File: config.mk
export PLATFORM = sky130hd
export DESIGN_NAME = switch_arbiter_flat
export DESIGN_NICKNAME = d
export VERILOG_FILES = /design/src/rtl/switch_arbiter_if.sv /design/src/rtl/switch_arbiter.sv /design/src/flat_wrapper.sv
export SDC_FILE = /design/constraint.sdc
export NUM_CORES = 1
export LEC_CHECK = 0
export CORE_MARGIN = 2
export CORE_UTILIZATION = 45
export CTS_CLUSTER_DIAMETER = 80
export DETAILED_ROUTE_END_ITERATION = 10
export SLEW_MARGIN = 0
export SYNTH_ARGS = -nofsm -noshare
export SYNTH_HDL_FRONTEND = slang
export SYNTH_SLANG_ARGS = --single-unit
File: constraint.sdc
create_clock -name clk -period 2.8 [get_ports clk]
set_input_delay 0.84 -clock clk [delete_from_list [all_inputs] [get_ports clk]]
set_output_delay 0.84 -clock clk [all_outputs]
set_load 0.01 [all_outputs]
File: src/rtl/switch_arbiter_if.sv
// Switch arbiter pin bundle: raw switch inputs, grant/status outputs and
// optional grant counters (present when SWITCH_ARBITER_CNT_EN is defined).
//   master : drives sw1/sw2, observes everything else (board side / bench)
//   slave  : the arbiter itself
interface switch_arbiter_if;
    logic       sw1;
    logic       sw2;
    logic       grant1;
    logic       grant2;
    logic       res_en;
    logic       busy;
    logic       pend1;
    logic       pend2;
`ifdef SWITCH_ARBITER_CNT_EN
    logic [7:0] grant_cnt1;
    logic [7:0] grant_cnt2;
`endif

    modport master (
        output sw1,
        output sw2,
        input  grant1,
        input  grant2,
        input  res_en,
        input  busy,
        input  pend1,
        input  pend2
`ifdef SWITCH_ARBITER_CNT_EN
        ,
        input  grant_cnt1,
        input  grant_cnt2
`endif
    );

    modport slave (
        input  sw1,
        input  sw2,
        output grant1,
        output grant2,
        output res_en,
        output busy,
        output pend1,
        output pend2
`ifdef SWITCH_ARBITER_CNT_EN
        ,
        output grant_cnt1,
        output grant_cnt2
`endif
    );
endinterface

File: src/rtl/switch_arbiter.sv
// switch_arbiter: two raw front-panel switches are synchronised, debounced and
// rise-detected into pending requests; a round-robin FSM grants one shared
// resource for HOLD_CYCLES cycles, followed by one cooldown cycle.
// Ports:
//   clk    - single clock, rising edge
//   rst_n  - asynchronous active-low reset
//   arb    - switch_arbiter_if.slave: sw1/sw2 in; grant1/grant2/res_en/busy/
//            pend1/pend2 out; grant_cnt1/grant_cnt2 out with the macro below
// Optional feature macro: SWITCH_ARBITER_CNT_EN (saturating 8-bit grant counters)
module switch_arbiter #(
    parameter int unsigned DEBOUNCE_CYCLES = 4,
    parameter int unsigned HOLD_CYCLES     = 8
) (
    input  logic                  clk,
    input  logic                  rst_n,
    switch_arbiter_if.slave       arb
);

    localparam int unsigned CW = $clog2(DEBOUNCE_CYCLES + 1);
    localparam int unsigned HW = (HOLD_CYCLES > 1) ? $clog2(HOLD_CYCLES) : 1;

    typedef enum logic [1:0] {
        ST_IDLE  = 2'd0,
        ST_GRANT = 2'd1,
        ST_COOL  = 2'd2
    } state_e;

    state_e        state_q;
    logic [1:0]    sync1_q;
    logic [1:0]    sync2_q;
    logic [1:0]    db_q;
    logic [1:0]    db_dly_q;
    logic [CW-1:0] db_cnt_q [2];
    logic [1:0]    pend_q;
    logic [1:0]    grant_q;
    logic [HW-1:0] hold_q;
    logic          last2_q;     // 1: requester 2 was served last
    logic          busy_q;
    logic          res_en_q;

    logic [1:0]    sw_c;
    logic [1:0]    rise_c;
    logic [1:0]    win_c;
    logic          grant_start_c;

    // Request edge detect and round-robin winner selection
    always_comb begin
        sw_c          = {arb.sw2, arb.sw1};
        rise_c        = db_q & ~db_dly_q;
        win_c         = 2'b00;
        grant_start_c = (state_q == ST_IDLE) && (pend_q != 2'b00);
        if (grant_start_c) begin
            if (pend_q == 2'b11) begin
                win_c = last2_q ? 2'b01 : 2'b10;
            end else begin
                win_c = pend_q;
            end
        end
    end

    // Input conditioning, pending flags and the grant FSM
    always_ff @(posedge clk or negedge rst_n) begin
        if (!rst_n) begin
            state_q  <= ST_IDLE;
            sync1_q  <= 2'b00;
            sync2_q  <= 2'b00;
            db_q     <= 2'b00;
            db_dly_q <= 2'b00;
            pend_q   <= 2'b00;
            grant_q  <= 2'b00;
            hold_q   <= '0;
            last2_q  <= 1'b1;
            busy_q   <= 1'b0;
            res_en_q <= 1'b0;
            for (int i = 0; i < 2; i++) begin
                db_cnt_q[i] <= '0;
            end
        end else begin
            sync1_q  <= sw_c;
            sync2_q  <= sync1_q;
            db_dly_q <= db_q;

            for (int i = 0; i < 2; i++) begin
                // Accept a new level only after DEBOUNCE_CYCLES consecutive differing samples
                if (sync2_q[i] != db_q[i]) begin
                    if (db_cnt_q[i] == CW'(DEBOUNCE_CYCLES - 1)) begin
                        db_q[i]     <= sync2_q[i];
                        db_cnt_q[i] <= '0;
                    end else begin
                        db_cnt_q[i] <= db_cnt_q[i] + CW'(1);
                    end
                end else begin
                    db_cnt_q[i] <= '0;
                end

                // Clearing on the grant edge beats a coincident rise
                if (win_c[i]) begin
                    pend_q[i] <= 1'b0;
                end else if (rise_c[i]) begin
                    pend_q[i] <= 1'b1;
                end
            end

            case (state_q)
                ST_IDLE: begin
                    if (grant_start_c) begin
                        state_q  <= ST_GRANT;
                        grant_q  <= win_c;
                        last2_q  <= win_c[1];
                        hold_q   <= HW'(HOLD_CYCLES - 1);
                        busy_q   <= 1'b1;
                        res_en_q <= 1'b1;
                    end
                end
                ST_GRANT: begin
                    if (hold_q == '0) begin
                        state_q  <= ST_COOL;
                        grant_q  <= 2'b00;
                        res_en_q <= 1'b0;
                    end else begin
                        hold_q <= hold_q - HW'(1);
                    end
                end
                ST_COOL: begin
                    state_q <= ST_IDLE;
                    busy_q  <= 1'b0;
                end
                default: begin
                    state_q  <= ST_IDLE;
                    grant_q  <= 2'b00;
                    busy_q   <= 1'b0;
                    res_en_q <= 1'b0;
                end
            endcase
        end
    end

    assign arb.grant1 = grant_q[0];
    assign arb.grant2 = grant_q[1];
    assign arb.res_en = res_en_q;
    assign arb.busy   = busy_q;
    assign arb.pend1  = pend_q[0];
    assign arb.pend2  = pend_q[1];

`ifdef SWITCH_ARBITER_CNT_EN
    logic [7:0] gcnt_q [2];

    // Saturating per-requester grant counters
    always_ff @(posedge clk or negedge rst_n) begin
        if (!rst_n) begin
            for (int i = 0; i < 2; i++) begin
                gcnt_q[i] <= 8'd0;
            end
        end else begin
            for (int i = 0; i < 2; i++) begin
                if (win_c[i] && (gcnt_q[i] != 8'hFF)) begin
                    gcnt_q[i] <= gcnt_q[i] + 8'd1;
                end
            end
        end
    end

    assign arb.grant_cnt1 = gcnt_q[0];
    assign arb.grant_cnt2 = gcnt_q[1];
`endif

endmodule
File: src/flat_wrapper.sv
// flat-port wrapper written by rule: the top's interface ports become plain ports
module switch_arbiter_flat 
#(
    parameter int unsigned DEBOUNCE_CYCLES = 4,
    parameter int unsigned HOLD_CYCLES     = 8
)
  (clk, rst_n, arb_sw1, arb_sw2, arb_grant1, arb_grant2, arb_res_en, arb_busy, arb_pend1, arb_pend2);
  switch_arbiter_if arb_i ();
  input  logic clk;
  input  logic rst_n;
  input wire logic [$bits(arb_i.sw1)-1:0] arb_sw1;
  input wire logic [$bits(arb_i.sw2)-1:0] arb_sw2;
  output wire logic [$bits(arb_i.grant1)-1:0] arb_grant1;
  output wire logic [$bits(arb_i.grant2)-1:0] arb_grant2;
  output wire logic [$bits(arb_i.res_en)-1:0] arb_res_en;
  output wire logic [$bits(arb_i.busy)-1:0] arb_busy;
  output wire logic [$bits(arb_i.pend1)-1:0] arb_pend1;
  output wire logic [$bits(arb_i.pend2)-1:0] arb_pend2;
  assign arb_i.sw1 = arb_sw1;
  assign arb_i.sw2 = arb_sw2;
  assign arb_grant1 = arb_i.grant1;
  assign arb_grant2 = arb_i.grant2;
  assign arb_res_en = arb_i.res_en;
  assign arb_busy = arb_i.busy;
  assign arb_pend1 = arb_i.pend1;
  assign arb_pend2 = arb_i.pend2;
  switch_arbiter #(.DEBOUNCE_CYCLES(DEBOUNCE_CYCLES), .HOLD_CYCLES(HOLD_CYCLES)) u_core (.clk(clk), .rst_n(rst_n), .arb(arb_i));
endmodule
==> key figures <==
Clocking
  • CTS Root Cell: clkbuf_4
  • Clock Latency Late Sink: 0.31 ns
  • Setup Fix Bufs, Post-CTS: 0
  • Reg clk slew, reported paths: 0.13 ns
  • Clk buf depth: 2
  • CTS H-Tree Depth: 1
  • CTS tree: built
  • Post-CTS sizing: 0
  • Clock sinks: 26
  • Total CTS buffers: 3
  • CTS Hold Bufs: 0

Worst setup path
  • CP Data Arrival Time: 1.45 ns
  • CP Class: flop to output pin
  • Crit path max-delay family: buffers and inverters
  • Reg2Reg Setup Slack: 1.32 ns
  • Max incr delay on CP: 0.60 ns
  • Worst setup EP type: output pin
  • Crit start category: flop
  • Cells along the critical path: clkdlybuf4s50_1
  • Crit-path slowest cell: clkdlybuf4s50_1
  • Worst path depth: 1
  • Buf+Inv Stages, Crit Path: 1
  • Crit path max fanout: 10
  • WP data required: 1.96 ns
  • Reg2reg path depth: 6

Routing
  • # DRC: 0
  • Via count: 663
  • Number of vias per cell: 5.30
  • Routed Antenna Nets: 0
  • WL/cell: 12.4 um
  • Starting DRT DRC Count: 3
  • TritonRoute pass-1 iters: 4
  • DRT Wirelength: 1550 um

Synthesis
  • Avg Cell Area, Syn: 12.6 um2
  • Post-synthesis sequential area ratio: 59.3%
  • Post-synth EDFFs: 0
  • Yosys warnings: 0
  • Seq cells post-synth: 26
  • Post-Syn Area: 1100 um2
  • Post-synthesis async set-or-reset flop share: 100%
  • Syn nets: 95
  • Ys flop type: dfrtp_1
  • Yosys cell types: 31
  • Mapped Cells: 87

Floorplanning
  • Core Region: 2250 um2
  • Die Y-Extent: 53.4 um
  • Initial Util: 48.8%
  • Core Rows: 17
  • Die width: 53.4 um
  • I/O pins: 10
  • DIE AREA: 2860 um2

Layout
  • Layout cell share with drive strength beyond 1: 14.4%
  • Final #Nets: 106
  • Ant. Diodes: 0
  • Area grow syn2layout: 12.2%
  • Fillers: 215

Timing
  • Final setup margin: 0.505 ns
  • Setup TNS: 0 ns
  • Fin. Hold Viols: 0
  • Final max-slew violation count: 0
  • RSZ-0062 raised after global routing: no
  • Worst hold slack: 0.367 ns
  • Crit share post-route: 82.0%
  • F_max: 0.436 GHz
  • Tmin final: 2.29 ns
  • Worst slew pin tran: 0.444 ns
  • Clock Skew: 0.00183 ns
  • Slew headroom: 70.4%
  • Setup violations, final: 0

Flow run
  • Max-cap viol count: 0

Pwr
  • Pwr Total: 0.00131 W
  • Leakage: 0.570 nW
  • PwrDens: 1060 nW/um2
  • Peak supply drop: 805 uV

Hold path
  • Worst Hold Class: flop to flop
  • Hold Crit Depth: 0

GRT
  • GRT Residual Overflow: 0
  • Largest net degree at the start of global routing: 27
  • First-pass GRT wire length: 2750 um
  • Tot GR Track Use: 14.1%
  • Vias in the first global route: 634
  • Initial antenna violation count: 0

Placement
  • PortBufs: 9
  • Pre-CTS setup slack: 0.860 ns
  • Hpwl dp: 1080 um
  • Placer Congestion: 0.687

Outcome
  • Status: complete, no violations
[per-layer routing]
metal  track usage, %  up-vias  share of wire, %
li1                 -      322                 -
met1             17.3      329                47
met2             22.6       10                48
met3             5.93        2               4.5
met4             3.85        0              0.90
met5                0        -                 0
[stage by stage]
step	instances	cell area, um2	util, %
6_report	125	1230	54.7
5_1_grt	125	1230	54.7
4_1_cts	125	1230	54.7
3_5_place_dp	121	1200	53.1
3_3_place_gp	121	1200	53.1
2_1_floorplan	87	1100	-
[final cells by class]
type                            instances  area, um2  share of cell area [%]
Sequential cell                        26        652                    52.8
Multi-Input combinational cell         50        387                    31.3
Timing Repair Buffer                   10       97.6                    7.91
Clock buffer                            4       36.3                    2.94
Tap cell                               28       35.0                    2.84
Inverter                                7       26.3                    2.13
[power by group]
part | total [W] | switching, W | internal (W) | leakage (nW)
Clock | 0.000185 | 0.000105 | 0.0000795 | 0.0210
Sequential | 0.000651 | 0.000135 | 0.000516 | 0.309
Combinational | 0.000472 | 0.000204 | 0.000269 | 0.240
[logic make-up (layout without fill, tap and decap cells)]
kind of cell | after synthesis | in the layout | synth area share (%)
flip-flops | 26 | 26 | 59.3
AND/OR/NAND/NOR | 22 | 22 | 12.7
AO/OA/AOI/OAI | 20 | 20 | 14.2
buffers and inverters | 11 | 21 | 5.57
adder cells (fa/ha/maj) | 4 | 4 | 4.55
XOR/XNOR | 2 | 2 | 1.59
multiplexers | 2 | 2 | 2.05
[state kept, by name, indices dropped and copies added (netlist names), 2 cells and up]
signal / cells
u_core.db_dly_q: 2
u_core.pend_q: 2
u_core.grant_q: 2
u_core.db_cnt_q: 6
u_core.sync2_q: 2
u_core.state_q: 2
u_core.hold_q: 3
u_core.db_q: 2
u_core.sync1_q: 2
[cell usage in the layout, fill, tap and decap left out, drive strengths merged]
master	instances
a221oi	1
o21bai	2
o21ai	1
inv	6
o21ba	1
o21a	1
a31oi	3
nor3	1
nor2b	1
and3b	2
nand3	1
xnor2	2
nor3b	4
a31o	1
a211oi	1
dfrtp	25
ha	4
clkinv	1
a21oi	4
buf	1
nand2b	4
nand2	4
nor2	5
clkbuf	4
mux2	2
clkdlybuf4s50	9
a22o	2
a2bb2oi	2
dfstp	1
a32oi	1
[cell usage after synthesis (2+ instances only)]
| cell type | number | area, um2 |
|---|---|---|
| inv_1 | 6 | 22.5 |
| nor3b_1 | 4 | 30.0 |
| o21bai_1 | 2 | 15.0 |
| ha_1 | 4 | 50.1 |
| and3b_1 | 2 | 17.5 |
| nor2_2 | 2 | 12.5 |
| nand2b_1 | 4 | 25.0 |
| a31oi_1 | 3 | 18.8 |
| a2bb2oi_1 | 2 | 17.5 |
| dfrtp_1 | 25 | 626 |
| nor2_1 | 3 | 11.3 |
| buf_6 | 2 | 22.5 |
| mux2_2 | 2 | 22.5 |
| a21oi_1 | 4 | 20.0 |
| nand2_1 | 4 | 15.0 |
| xnor2_1 | 2 | 17.5 |
| a22o_1 | 2 | 17.5 |
[path summary, 6_finish.rpt]
path / from / end
min in group asynchronous: rst_n / u_core.sync1_q[0]
hold reg to reg: u_core.sync1_q[0] / u_core.sync2_q[0]
setup reg to reg: u_core.hold_q[0] / u_core.hold_q[2]
setup / recovery: u_core.pend_q[1] / arb_pend2
max in group asynchronous: rst_n / u_core.last2_q
hold / removal: u_core.sync1_q[0] / u_core.sync2_q[0]
(Power assumes the default switching activity.)
